`src/rtl/smiley_hit_detect.sv`:
```
// smiley_hit_detect: finds pixels where the smiley and a brick are both drawn,
// classifies each hit by smiley edge band, OR-accumulates over a frame and
// publishes the result at start of frame, holding it for the whole next frame.
module smiley_hit_detect #(
    parameter int OBJECT_WIDTH_X = 64,
    parameter int OBJECT_HIGHT_Y = 64,
    parameter int EDGE_MARGIN    = 4,
    parameter int SCREEN_W       = 640,
    parameter int SCREEN_H       = 480,
    parameter int CNT_W          = 12
) (
    input  logic               clk,
    input  logic               reset,
    input  logic               startOfFrame,
    input  logic [10:0]        pixelX,
    input  logic [10:0]        pixelY,
    input  logic signed [10:0] topLeftX,
    input  logic signed [10:0] topLeftY,
    input  logic               smileyDR,
    input  logic               brickDR,
    output logic               collision,
    output logic [3:0]         HitEdgeCode,
    output logic [CNT_W-1:0]   hitCount,
    output logic               collisionPulse
);

    localparam logic [11:0]        SCR_W_L = 12'(SCREEN_W);
    localparam logic [11:0]        SCR_H_L = 12'(SCREEN_H);
    localparam logic signed [12:0] OBJ_W_L = 13'(OBJECT_WIDTH_X);
    localparam logic signed [12:0] OBJ_H_L = 13'(OBJECT_HIGHT_Y);
    localparam logic signed [12:0] MARG_L  = 13'(EDGE_MARGIN);
    localparam logic signed [12:0] RGT_L   = 13'(OBJECT_WIDTH_X - EDGE_MARGIN);
    localparam logic signed [12:0] BOT_L   = 13'(OBJECT_HIGHT_Y - EDGE_MARGIN);

    typedef enum logic {
        WAIT_SOF_ST,
        COLLECT_ST
    } state_t;

    // Stage-1 input copies
    logic               sof_q;
    logic [10:0]        pix_x_q;
    logic [10:0]        pix_y_q;
    logic signed [10:0] tl_x_q;
    logic signed [10:0] tl_y_q;
    logic               smiley_q;
    logic               brick_q;

    // Frame accumulators and FSM state
    state_t             state_q;
    logic               acc_hit_q;
    logic [3:0]         acc_edge_q;
    logic [CNT_W-1:0]   acc_cnt_q;

    // Combinational hit classification
    logic               hit;
    logic signed [12:0] off_x;
    logic signed [12:0] off_y;
    logic               in_x;
    logic               in_y;
    logic [3:0]         edge_v;
    logic [3:0]         edge_m;
    logic [CNT_W-1:0]   cnt_d;

    // Register the scan inputs one cycle before classification
    always_ff @(posedge clk) begin
        if (reset) begin
            sof_q    <= 1'b0;
            pix_x_q  <= '0;
            pix_y_q  <= '0;
            tl_x_q   <= '0;
            tl_y_q   <= '0;
            smiley_q <= 1'b0;
            brick_q  <= 1'b0;
        end else begin
            sof_q    <= startOfFrame;
            pix_x_q  <= pixelX;
            pix_y_q  <= pixelY;
            tl_x_q   <= topLeftX;
            tl_y_q   <= topLeftY;
            smiley_q <= smileyDR;
            brick_q  <= brickDR;
        end
    end

    // Hit detection, smiley-relative offsets and edge-band classification
    always_comb begin
        hit = smiley_q & brick_q &
              ({1'b0, pix_x_q} < SCR_W_L) & ({1'b0, pix_y_q} < SCR_H_L);
        // 13-bit offsets so no pixel/top-left combination can wrap
        off_x = $signed({2'b00, pix_x_q}) - $signed({{2{tl_x_q[10]}}, tl_x_q});
        off_y = $signed({2'b00, pix_y_q}) - $signed({{2{tl_y_q[10]}}, tl_y_q});
        in_x  = (off_x >= 13'sd0) && (off_x < OBJ_W_L);
        in_y  = (off_y >= 13'sd0) && (off_y < OBJ_H_L);
        edge_v    = '0;
        edge_v[3] = in_x && (off_x < MARG_L);
        edge_v[1] = in_x && (off_x >= RGT_L);
        edge_v[2] = in_y && (off_y < MARG_L);
        edge_v[0] = in_y && (off_y >= BOT_L);
        edge_m    = hit ? edge_v : 4'b0000;
        // Saturating count including the current pixel; used for both
        // accumulation and publish so the SOF-cycle pixel is not lost
        cnt_d = (hit && (acc_cnt_q != '1)) ? acc_cnt_q + CNT_W'(1) : acc_cnt_q;
    end

    // Frame FSM: accumulate hits, publish and clear at each start of frame
    always_ff @(posedge clk) begin
        if (reset) begin
            state_q        <= WAIT_SOF_ST;
            acc_hit_q      <= 1'b0;
            acc_edge_q     <= '0;
            acc_cnt_q      <= '0;
            collision      <= 1'b0;
            HitEdgeCode    <= '0;
            hitCount       <= '0;
            collisionPulse <= 1'b0;
        end else begin
            collisionPulse <= 1'b0;
            case (state_q)
                WAIT_SOF_ST: begin
                    acc_hit_q  <= 1'b0;
                    acc_edge_q <= '0;
                    acc_cnt_q  <= '0;
                    if (sof_q) begin
                        state_q <= COLLECT_ST;
                    end
                end
                COLLECT_ST: begin
                    if (sof_q) begin
                        collision      <= acc_hit_q | hit;
                        HitEdgeCode    <= acc_edge_q | edge_m;
                        hitCount       <= cnt_d;
                        collisionPulse <= acc_hit_q | hit;
                        acc_hit_q      <= 1'b0;
                        acc_edge_q     <= '0;
                        acc_cnt_q      <= '0;
                    end else if (hit) begin
                        acc_hit_q  <= 1'b1;
                        acc_edge_q <= acc_edge_q | edge_m;
                        acc_cnt_q  <= cnt_d;
                    end
                end
                default: state_q <= WAIT_SOF_ST;
            endcase
        end
    end

endmodule

```
`config.mk`:
```
export PLATFORM = sky130hd
export DESIGN_NAME = smiley_hit_detect
export DESIGN_NICKNAME = d
export VERILOG_FILES = /design/src/rtl/smiley_hit_detect.sv
export SDC_FILE = /design/constraint.sdc
export NUM_CORES = 1
export LEC_CHECK = 0
export ABC_AREA = 1
export BUFFER_PORTS_ARGS = -buffer_cell sky130_fd_sc_hd__buf_2
export CAP_MARGIN = 20
export CORE_ASPECT_RATIO = 0.75
export CORE_MARGIN = 2
export CORE_UTILIZATION = 57
export CTS_CLUSTER_SIZE = 30
export DETAILED_ROUTE_END_ITERATION = 8
export GPL_TIMING_DRIVEN = 0
export PLACE_DENSITY = 0.92
export SETUP_SLACK_MARGIN = 0.02
export SYNTH_ARGS = -nofsm -noshare
export SYNTH_HDL_FRONTEND = slang
export SYNTH_SLANG_ARGS = --single-unit
```
`constraint.sdc`:
```
create_clock -name clk -period 2.7 [get_ports clk]
set_input_delay 0 -clock clk [delete_from_list [all_inputs] [get_ports clk]]
set_output_delay 0 -clock clk [all_outputs]
set_load 0.005 [all_outputs]
```
* After elaboration in Yosys (flattened, before gate mapping) *
Cells that the tools add are included.

word-level totals
  input port bits = 49
  bits in registers = 83

cells by class
  bitwise logic cells = 7
  eq/ne operators = 2
  $lt $le $gt $ge = 10
  add/sub/neg operators = 3
  multiplexer cells = 13
  reductions and logical operators = 9

operator list
  kind                                                                                  count
  12-bit 2-to-1 mux                                                                     3
  13-bit by 1-bit greater-or-equal comparator with 1-bit output, second input constant  2
  13-bit by 7-bit greater-or-equal comparator with 1-bit output, second input constant  2
  13-bit by 4-bit < comparator with 1-bit output, second input constant                 2
  13-bit by 8-bit < comparator with 1-bit output, second input constant                 2
  12-bit by 11-bit subtractor with 13-bit output                                        2
  12-bit one-hot mux with 2 select lines                                                1
  12-bit by 1-bit adder with 12-bit output, second input constant                       1
  4-bit 2-to-1 mux                                                                      3
  12-bit != test, second input constant                                                 1
  11-bit by 10-bit < comparator with 1-bit output, second input constant                1
  11-bit by 9-bit < comparator with 1-bit output, second input constant                 1
  4-bit one-hot mux with 2 select lines                                                 1
  1-bit logical AND                                                                     7
  1-bit 2-to-1 mux                                                                      4
  4-bit bitwise OR                                                                      1
  1-bit bitwise AND                                                                     3
  3-bit by 2-bit != test with 1-bit output, second input constant                       1
  3-bit OR reduction                                                                    1
  1-bit NOT                                                                             2
  1-bit one-hot mux with 2 select lines                                                 1
  2-bit AND reduction                                                                   1
  1-bit bitwise OR                                                                      1

* Logic depth before layout (Yosys ltp) *
Gate-level depths: netlist (run 1).

  depth in word-level cells = 9
  mapped depth = 17

* Worst setup path before layout (run 1) *
Ideal clock, no wire load.

  path kind = reg-to-reg
  start = register pix_x_q[0]
  end = register HitEdgeCode[3]
  cell stages (with the launch flop) = 14
  setup slack = 0.777 ns
  library setup time = 0.056 ns
  arrival time = 1.867 ns
  period minus slack after synthesis = 1.923 ns
  path buffers = 0
  cell sequence = dfxtp_1 > inv_1 > ha_1 > fa_1 > inv_1 > nand3_1 > nand2_1 > xor2_1 > or2_2 > nor3_1 > nand3_1 > nand3_1 > nand2_1 > inv_1

between the ends
  word-level cells in the longest chain between the ends = 6
  elaborated cells between the ends (all ways) = 11
  classes of those cells = add/sub: 1; order compare: 4; mux: 1; bitwise: 3; reduce/logical: 2

ends and longest elaborated chain
  item                                                                                                                                    line  RTL
  from (decl)                                                                                                                             42    logic [10:0] pix_x_q;
  from (signal assigned)                                                                                                                  77    pix_x_q <= pixelX;
  12-bit by 11-bit subtractor with 13-bit output                                                                                          91    off_x = $signed({2'b00, pix_x_q}) - $signed({{2{tl_x_q[10]}}, tl_x_q});
  13-bit by 1-bit greater-or-equal comparator with 1-bit output / 13-bit by 8-bit < comparator with 1-bit output (equally long branches)  93    in_x = (off_x >= 13'sd0) && (off_x < OBJ_W_L);
  1-bit logical AND                                                                                                                       93
  1-bit logical AND                                                                                                                       96    edge_v[3] = in_x && (off_x < MARG_L);
  4-bit 2-to-1 mux *                                                                                                                      100   edge_m = hit ? edge_v : 4'b0000;
  4-bit bitwise OR *                                                                                                                      131   HitEdgeCode <= acc_edge_q | edge_m;
  to (signal assigned)                                                                                                                    131
  to (decl)                                                                                                                               22    output logic [3:0] HitEdgeCode,

Mark *: on every way between the ends. The rest lies on a longest branch, timed or not.
A chain may end at the register's enable or synchronous reset.

* Worst setup path after layout (run 1) *
  start = register pix_y_q[0]
  end = register acc_edge_q[0]

between the ends
  word-level cells in the longest chain between the ends = 9
  elaborated cells between the ends (all ways) = 14
  classes of those cells = add/sub: 1; order compare: 4; eq/ne: 1; mux: 4; bitwise: 2; reduce/logical: 2

ends and longest elaborated chain
  item                                                                                                                                    line  RTL
  from (decl)                                                                                                                             43    logic [10:0] pix_y_q;
  from (signal assigned)                                                                                                                  78    pix_y_q <= pixelY;
  12-bit by 11-bit subtractor with 13-bit output                                                                                          92    off_y = $signed({2'b00, pix_y_q}) - $signed({{2{tl_y_q[10]}}, tl_y_q});
  13-bit by 1-bit greater-or-equal comparator with 1-bit output / 13-bit by 8-bit < comparator with 1-bit output (equally long branches)  94    in_y = (off_y >= 13'sd0) && (off_y < OBJ_H_L);
  1-bit logical AND                                                                                                                       94
  1-bit logical AND                                                                                                                       99    edge_v[0] = in_y && (off_y >= BOT_L);
  4-bit 2-to-1 mux                                                                                                                        100
  4-bit bitwise OR                                                                                                                        139   acc_edge_q <= acc_edge_q | edge_m;
  4-bit 2-to-1 mux                                                                                                                        137   end else if (hit) begin
  4-bit 2-to-1 mux                                                                                                                        129   if (sof_q) begin
  4-bit one-hot mux with 2 select lines                                                                                                   119   case (state_q)
  to (signal assigned)                                                                                                                    139
  to (decl)                                                                                                                               52    logic [3:0] acc_edge_q;

Several ways; a longest one is shown, not always the timed one. The select of a mux whose other input is x is not followed.

==> metrics.yaml, run 1 <==
status: "completed"
drcViolationCount: 0
viasPerCell: 5.235
layout_common_cells: "nand2_1, inv_1, nor2_1"
clk_latency_ps: 380
crit_chain: "inv_1 -> ha_1 -> fa_1 -> inv_1 -> nand3_1 -> nand2_1 -> nand2_1 -> nand2_1 -> nand2_1 -> nand2_1 -> nand2_1 -> nor2_1 -> nand2_1 -> nor2_1 -> nand4_1 -> a21oi_1"
path_delay_family: "simple AND/OR/NAND/NOR gates"
path_class: "register to register"
cts_tree: "built"
start_util: 0.5825
dp_hpwl_mm: 8.349
layout_commonest_cell: "nand2_1"
yosysTopAreaCell: "dfxtp_1"
first_iter_violations: 361
ys_warn_count: 0
grt_overflow: 0
cts_inserted_buffers: 9
final.fill_count: 573
dieHeight_um: 81.38
cts-resized-gates: 0
die_x_um: 107.2
first_pass_iters: 5
dp_worst_setup_slack_ps: 427.2
maxCapViolCount: 0
row_count: 28
p_per_area_mw_per_mm2: 488.4
relSlewSlack: 0.5485
drive_above_1_share: 0.1285
synth.distinct_cells: 33
cp.arrival_ps: 2670
max_stage_delay_ps: 450
clk_pin_slew_worst_paths_ps: 90
fin_nets: 888
num_antenna_cells: 0
timing.fmax_mhz: 420.9
grt.total_usage: 0.3219
p_leak_nw: 3.038
required_ps: 3000
synthTopCellsByArea: "dfxtp_1, nand2_1, inv_1"
cp_max_fo: 4
cts_sinks: 83
rsz0062_at_grt: "false"
synthCells: 689
io_pins: 67
period_needed_ps: 2376
synth_area_mm2: 0.004551
wirelength_mm: 13.19
vdd_ir_drop_max_uv: 326.9
grt_max_degree: 17
place_congestion: 1.001
critPathCaptureType: "register"
synth_top_area_frac: 0.3651
area.growth.synth_to_final_pct: 24.33
slew_viol_final: 0
port_buffers: 65
grt_first_pass_wirelength_mm: 21.73
ctsHoldBuffers: 47
cts.htree.levels: 3
antenna_found_initial: 0
post-route-util: 0.7242
wl_per_cell_um: 14.30
root_buffer: "clkbuf_8"
post-route-period-util: 0.8799
synth-seq-cells: 83
crit_buf_inv: 2
cts_setup_buffers: 0
fin_hold_ws_ps: 155.3
antenna_left: 0
power.total_mw: 2.763
ys_seq_area_frac: 0.3651
core_area_mm2: 0.007812
hold_path.class: "primary input to register"
clock_skew_ps: 17.18
hold_viol: 0
vias: 4827
worst_setup_path_start_kind: "register"
avgSynthCellArea_um2: 6.605
cp_slowest_cell: "fa_1"
setup_viol: 0
syn_nets: 765
timing.final.ws_setup_ps: 324.1
grt_pass1_vias: 4892
path_common_cell: "nand2_1"
worst_pin_slew_ps: 677.2
clk_path_buf_depth: 2
setup_tns_ps: 0
dieArea_mm2: 0.008722
cells in the mapped netlist, drive strengths merged:
cell and n:
clkbuf 6, a21boi 1, nor4 1, o21bai 3, a21o 1, nand3 39
or2 2, xor2 13, xnor2 1, nor2 109, buf 8, a31oi 1
inv 147, a31o 1, nor3 9, nand2 169, nand3b 3, ha 25
nand4 9, dfxtp 83, fa 2, o21ai 27, a21oi 29
sequential cells by signal (all words and copies together), names as in the netlist:
register and count:
acc_cnt_q 12, hitCount 12, pix_x_q 11, pix_y_q 11
tl_x_q 11, tl_y_q 11, HitEdgeCode 4, acc_edge_q 4
acc_hit_q 1, brick_q 1, collision 1, collisionPulse 1
smiley_q 1, sof_q 1, state_q 1
routing by layer:
layer	wire length (µm)	part of all wire	track usage
met1	5201	0.39	0.3487
met4	793	0.060	0.2156
met5	0	0	0
met3	1033	0.078	0.07705
met2	6159	0.47	0.5665
worst paths after layout:
path,start,endpoint,slack (ps),depth (start not counted)
worst min register to register,acc_edge_q[3]$_SDFFE_PP0P_,acc_edge_q[3]$_SDFFE_PP0P_,470,2
worst max-delay path,pix_y_q[0]$_SDFF_PP0_,acc_edge_q[0]$_SDFFE_PP0P_,320,16
worst min-delay path,reset,HitEdgeCode[1]$_SDFFE_PP0P_,160,4
worst max register to register,pix_y_q[0]$_SDFF_PP0_,acc_edge_q[0]$_SDFFE_PP0P_,320,16
per-stage QoR:
step / cell area [µm²] / std cells
final: 5658 / 922
after global routing: 5658 / 922
after CTS: 5658 / 922
after detailed placement: 5007 / 859
after global placement: 5007 / 859
after floorplan: 4551 / 689
worst min-delay path, cell delays in order:
cell and delay (ps):
clkbuf_1 210, nor2_1 170, nand2_1 60, inv_1 50
where the power goes:
group          total, mW  switching (mW)  internal [mW]  leakage (nW)
clock              0.855           0.508          0.347        0.0910
sequential          1.30          0.0247           1.27         0.683
combinational      0.613           0.375          0.239          2.26
total               2.76           0.907           1.86          3.04
logic make-up after synthesis:
kind of cell,Yosys count,synth area share
buffers and inverters,161,0.1356
XOR/XNOR,14,0.02695
flip-flops,83,0.3651
AO/OA/AOI/OAI,63,0.07809
adder cells (fa/ha/maj),27,0.07754
AND/OR/NAND/NOR,341,0.3167
area by class of cell:
type / count / area [µm²] / share of cell area
Inverter: 147 / 551.8 / 0.09752
Buffer: 14 / 65.06 / 0.01150
Timing Repair Buffer: 112 / 795.8 / 0.1406
Sequential cell: 83 / 1662 / 0.2937
Clock inverter: 7 / 56.30 / 0.009951
Multi-Input combinational cell: 445 / 2272 / 0.4016
Clock buffer: 9 / 123.9 / 0.02189
Tap cell: 105 / 131.4 / 0.02322
Power figures use the tool's default switching activity.
==> inputs of run 2 (changes only) <==
==> constraint.sdc (replaced) <==
create_clock -name clk -period 2.4 [get_ports clk]
set_input_delay 0 -clock clk [delete_from_list [all_inputs] [get_ports clk]]
set_output_delay 0 -clock clk [all_outputs]
set_load 0.005 [all_outputs]
==> metrics.yaml, run 2 (synthesis results as in run 1) <==
layout_common_cells: "nand2_1, inv_1, nor2_1"
regArea_mm2: 0.001663  # about the same
slew_viol_final: 0  # unchanged
wl_met2_mm: 6.351  # +3.1%
path_depth: 16  # unchanged
dieHeight_um: 81.38  # unchanged
clock_skew_ps: 20.66  # +3.478 ps
place_congestion: 1.001  # unchanged
grt_max_degree: 17  # unchanged
cp_slowest_cell: "fa_2"
dp_cells: 859  # unchanged
wl_met3_mm: 1.009  # -2.3%
wirelength_mm: 13.47  # +2.1%
p_per_area_mw_per_mm2: 548.7  # +12%
max_stage_delay_ps: 350  # -100 ps
period_needed_ps: 2227  # -148.4 ps
area.growth.synth_to_final_pct: 25.65
cts_inserted_buffers: 9  # unchanged
required_ps: 2720  # -280 ps
clk_path_buf_depth: 2  # unchanged
fin_nets: 889  # +0.11%
multi_input_comb_area_mm2: 0.002323  # +2.3%
hold_path.class: "primary input to register"
timing.fmax_mhz: 448.9  # +6.7%
io_pins: 67  # unchanged
setup_tns_ps: 0  # unchanged
status: "completed"
post-route-period-util: 0.9281  # +0.04816
crit_chain: "inv_1 -> ha_1 -> fa_2 -> inv_1 -> nand3_1 -> nand2_2 -> nand3_1 -> nand2_1 -> nand2_1 -> nand2_1 -> nor2_1 -> nor2_1 -> nand3_1 -> nand3_1 -> nand2_1 -> inv_1"
antenna_found_initial: 0  # unchanged
top_layer: "met4"
layout_commonest_cell: "nand2_1"
hold_path_depth: 4  # unchanged
worst_setup_path_start_kind: "register"
grt_first_pass_wirelength_mm: 21.73  # unchanged
antenna_left: 0  # unchanged
grt_pass1_vias: 4892  # unchanged
layout.cells.non_filler: 923  # +0.11%
path_class: "register to register"
num_antenna_cells: 0  # unchanged
cp_max_fo: 2  # -2
maxCapViolCount: 0  # unchanged
hp-start: "reset"
drcViolationCount: 0  # unchanged
path_delay_family: "simple AND/OR/NAND/NOR gates"
cts_tree: "built"
cp.arrival_ps: 2550  # -120 ps
grt.total_usage: 0.3219  # unchanged
clk_pin_slew_worst_paths_ps: 90  # about the same
final.fill_count: 555  # -3.1%
stdcell_area_mm2: 0.005718  # +1.1%
top_regs: "acc_cnt_q: 12 flops, hitCount: 12 flops"
vdd_ir_drop_max_uv: 326.3  # -0.20%
vias: 4811  # -0.33%
fin_hold_ws_ps: 176.3  # +21.00 ps
viasPerCell: 5.212  # -0.44%
row_count: 28  # unchanged
r2r_cells: 16  # unchanged
timing.final.ws_setup_ps: 172.6  # -151.6 ps
clk_latency_ps: 390  # about the same
hold_viol: 0  # unchanged
dieArea_mm2: 0.008722  # unchanged
wl_per_cell_um: 14.59  # +2.0%
drive_above_1_share: 0.1491  # +0.02063
dp_worst_setup_slack_ps: 127.2  # -300.0 ps
first_pass_iters: 5  # unchanged
cts_sinks: 83  # unchanged
root_buffer: "clkbuf_8"
dp_hpwl_mm: 8.349  # unchanged
p_leak_nw: 3.038  # about the same
core_area_mm2: 0.007812  # unchanged
rsz0062_at_grt: "false"
r2r-start: "pix_x_q[0]$_SDFF_PP0_"
cts.htree.levels: 3  # unchanged
critPathCaptureType: "register"
startpoint: "pix_x_q[0]$_SDFF_PP0_"
wl_met1_mm: 5.307  # +2.0%
crit_buf_inv: 3  # +1
die_x_um: 107.2  # unchanged
port_buffers: 65  # unchanged
start_util: 0.5825  # unchanged
setup_viol: 0  # unchanged
dpl_cell_area_mm2: 0.005007  # unchanged
first_iter_violations: 369  # +2.2%
worst_pin_slew_ps: 640.1  # -37.09 ps
relSlewSlack: 0.5733  # +0.02473
grt_overflow: 0  # unchanged
==> run 2: changes by cell type in the layout (fill, tap and decap cells not counted), sizes merged <==
cell and change:
buf +1
==> run 2: through the flow <==
step	power, mW	utilization
2_1_floorplan	1.905	-
3_3_place_gp	2.036	0.6409
3_5_place_dp	2.067	0.6409
4_1_cts	3.051	0.7242
5_1_grt	3.275	0.7319
6_report	3.137	0.7319
==> run 2: what timing repair did <==
action	4_1_cts	5_1_grt
setup buffers	0	1
gates resized for setup	0	17
hold endpoints to repair	47	0
hold buffers	47	0
endpoints found under the setup margin	0	7
==> run 2: final timing paths <==
kind | end | slack (ps)
worst max-delay path | HitEdgeCode[1]$_SDFFE_PP0P_ | 170
worst min-delay path | HitEdgeCode[3]$_SDFFE_PP0P_ | 180
worst max register to register | HitEdgeCode[1]$_SDFFE_PP0P_ | 170
worst min register to register | acc_edge_q[3]$_SDFFE_PP0P_ | 470
==> run 2: power breakdown <==
group | switching [mW] | internal (mW)
logic | 0.432 | 0.277
registers | 0.0290 | 1.43
clock network | 0.580 | 0.390
total | 1.04 | 2.10
==> run 2: per-layer routing <==
| metal | vias up | track usage |
|---|---|---|
| met5 | - | 0 |
| met2 | 258 | 0.5665 |
| met3 | 83 | 0.07705 |
| li1 | 2324 | - |
| met4 | 0 | 0.2156 |
| met1 | 2146 | 0.3487 |
==> run 2: tightest hold or removal path, delay by kind of cell <==
| kind | cells | cell delay (ps) |
|---|---|---|
| buf+inv | 2 | 270 |
| simple gates | 2 | 250 |
==> run 2: layout make-up <==
cell class / count / share of cell area
inverter: 147 / 0.09650
timing repair buffer: 113 / 0.1405
clock inverter: 7 / 0.009847
buffer: 14 / 0.01138
multi-input combinational: 445 / 0.4063
sequential: 83 / 0.2908
clock buffer: 9 / 0.02166
tap: 105 / 0.02298
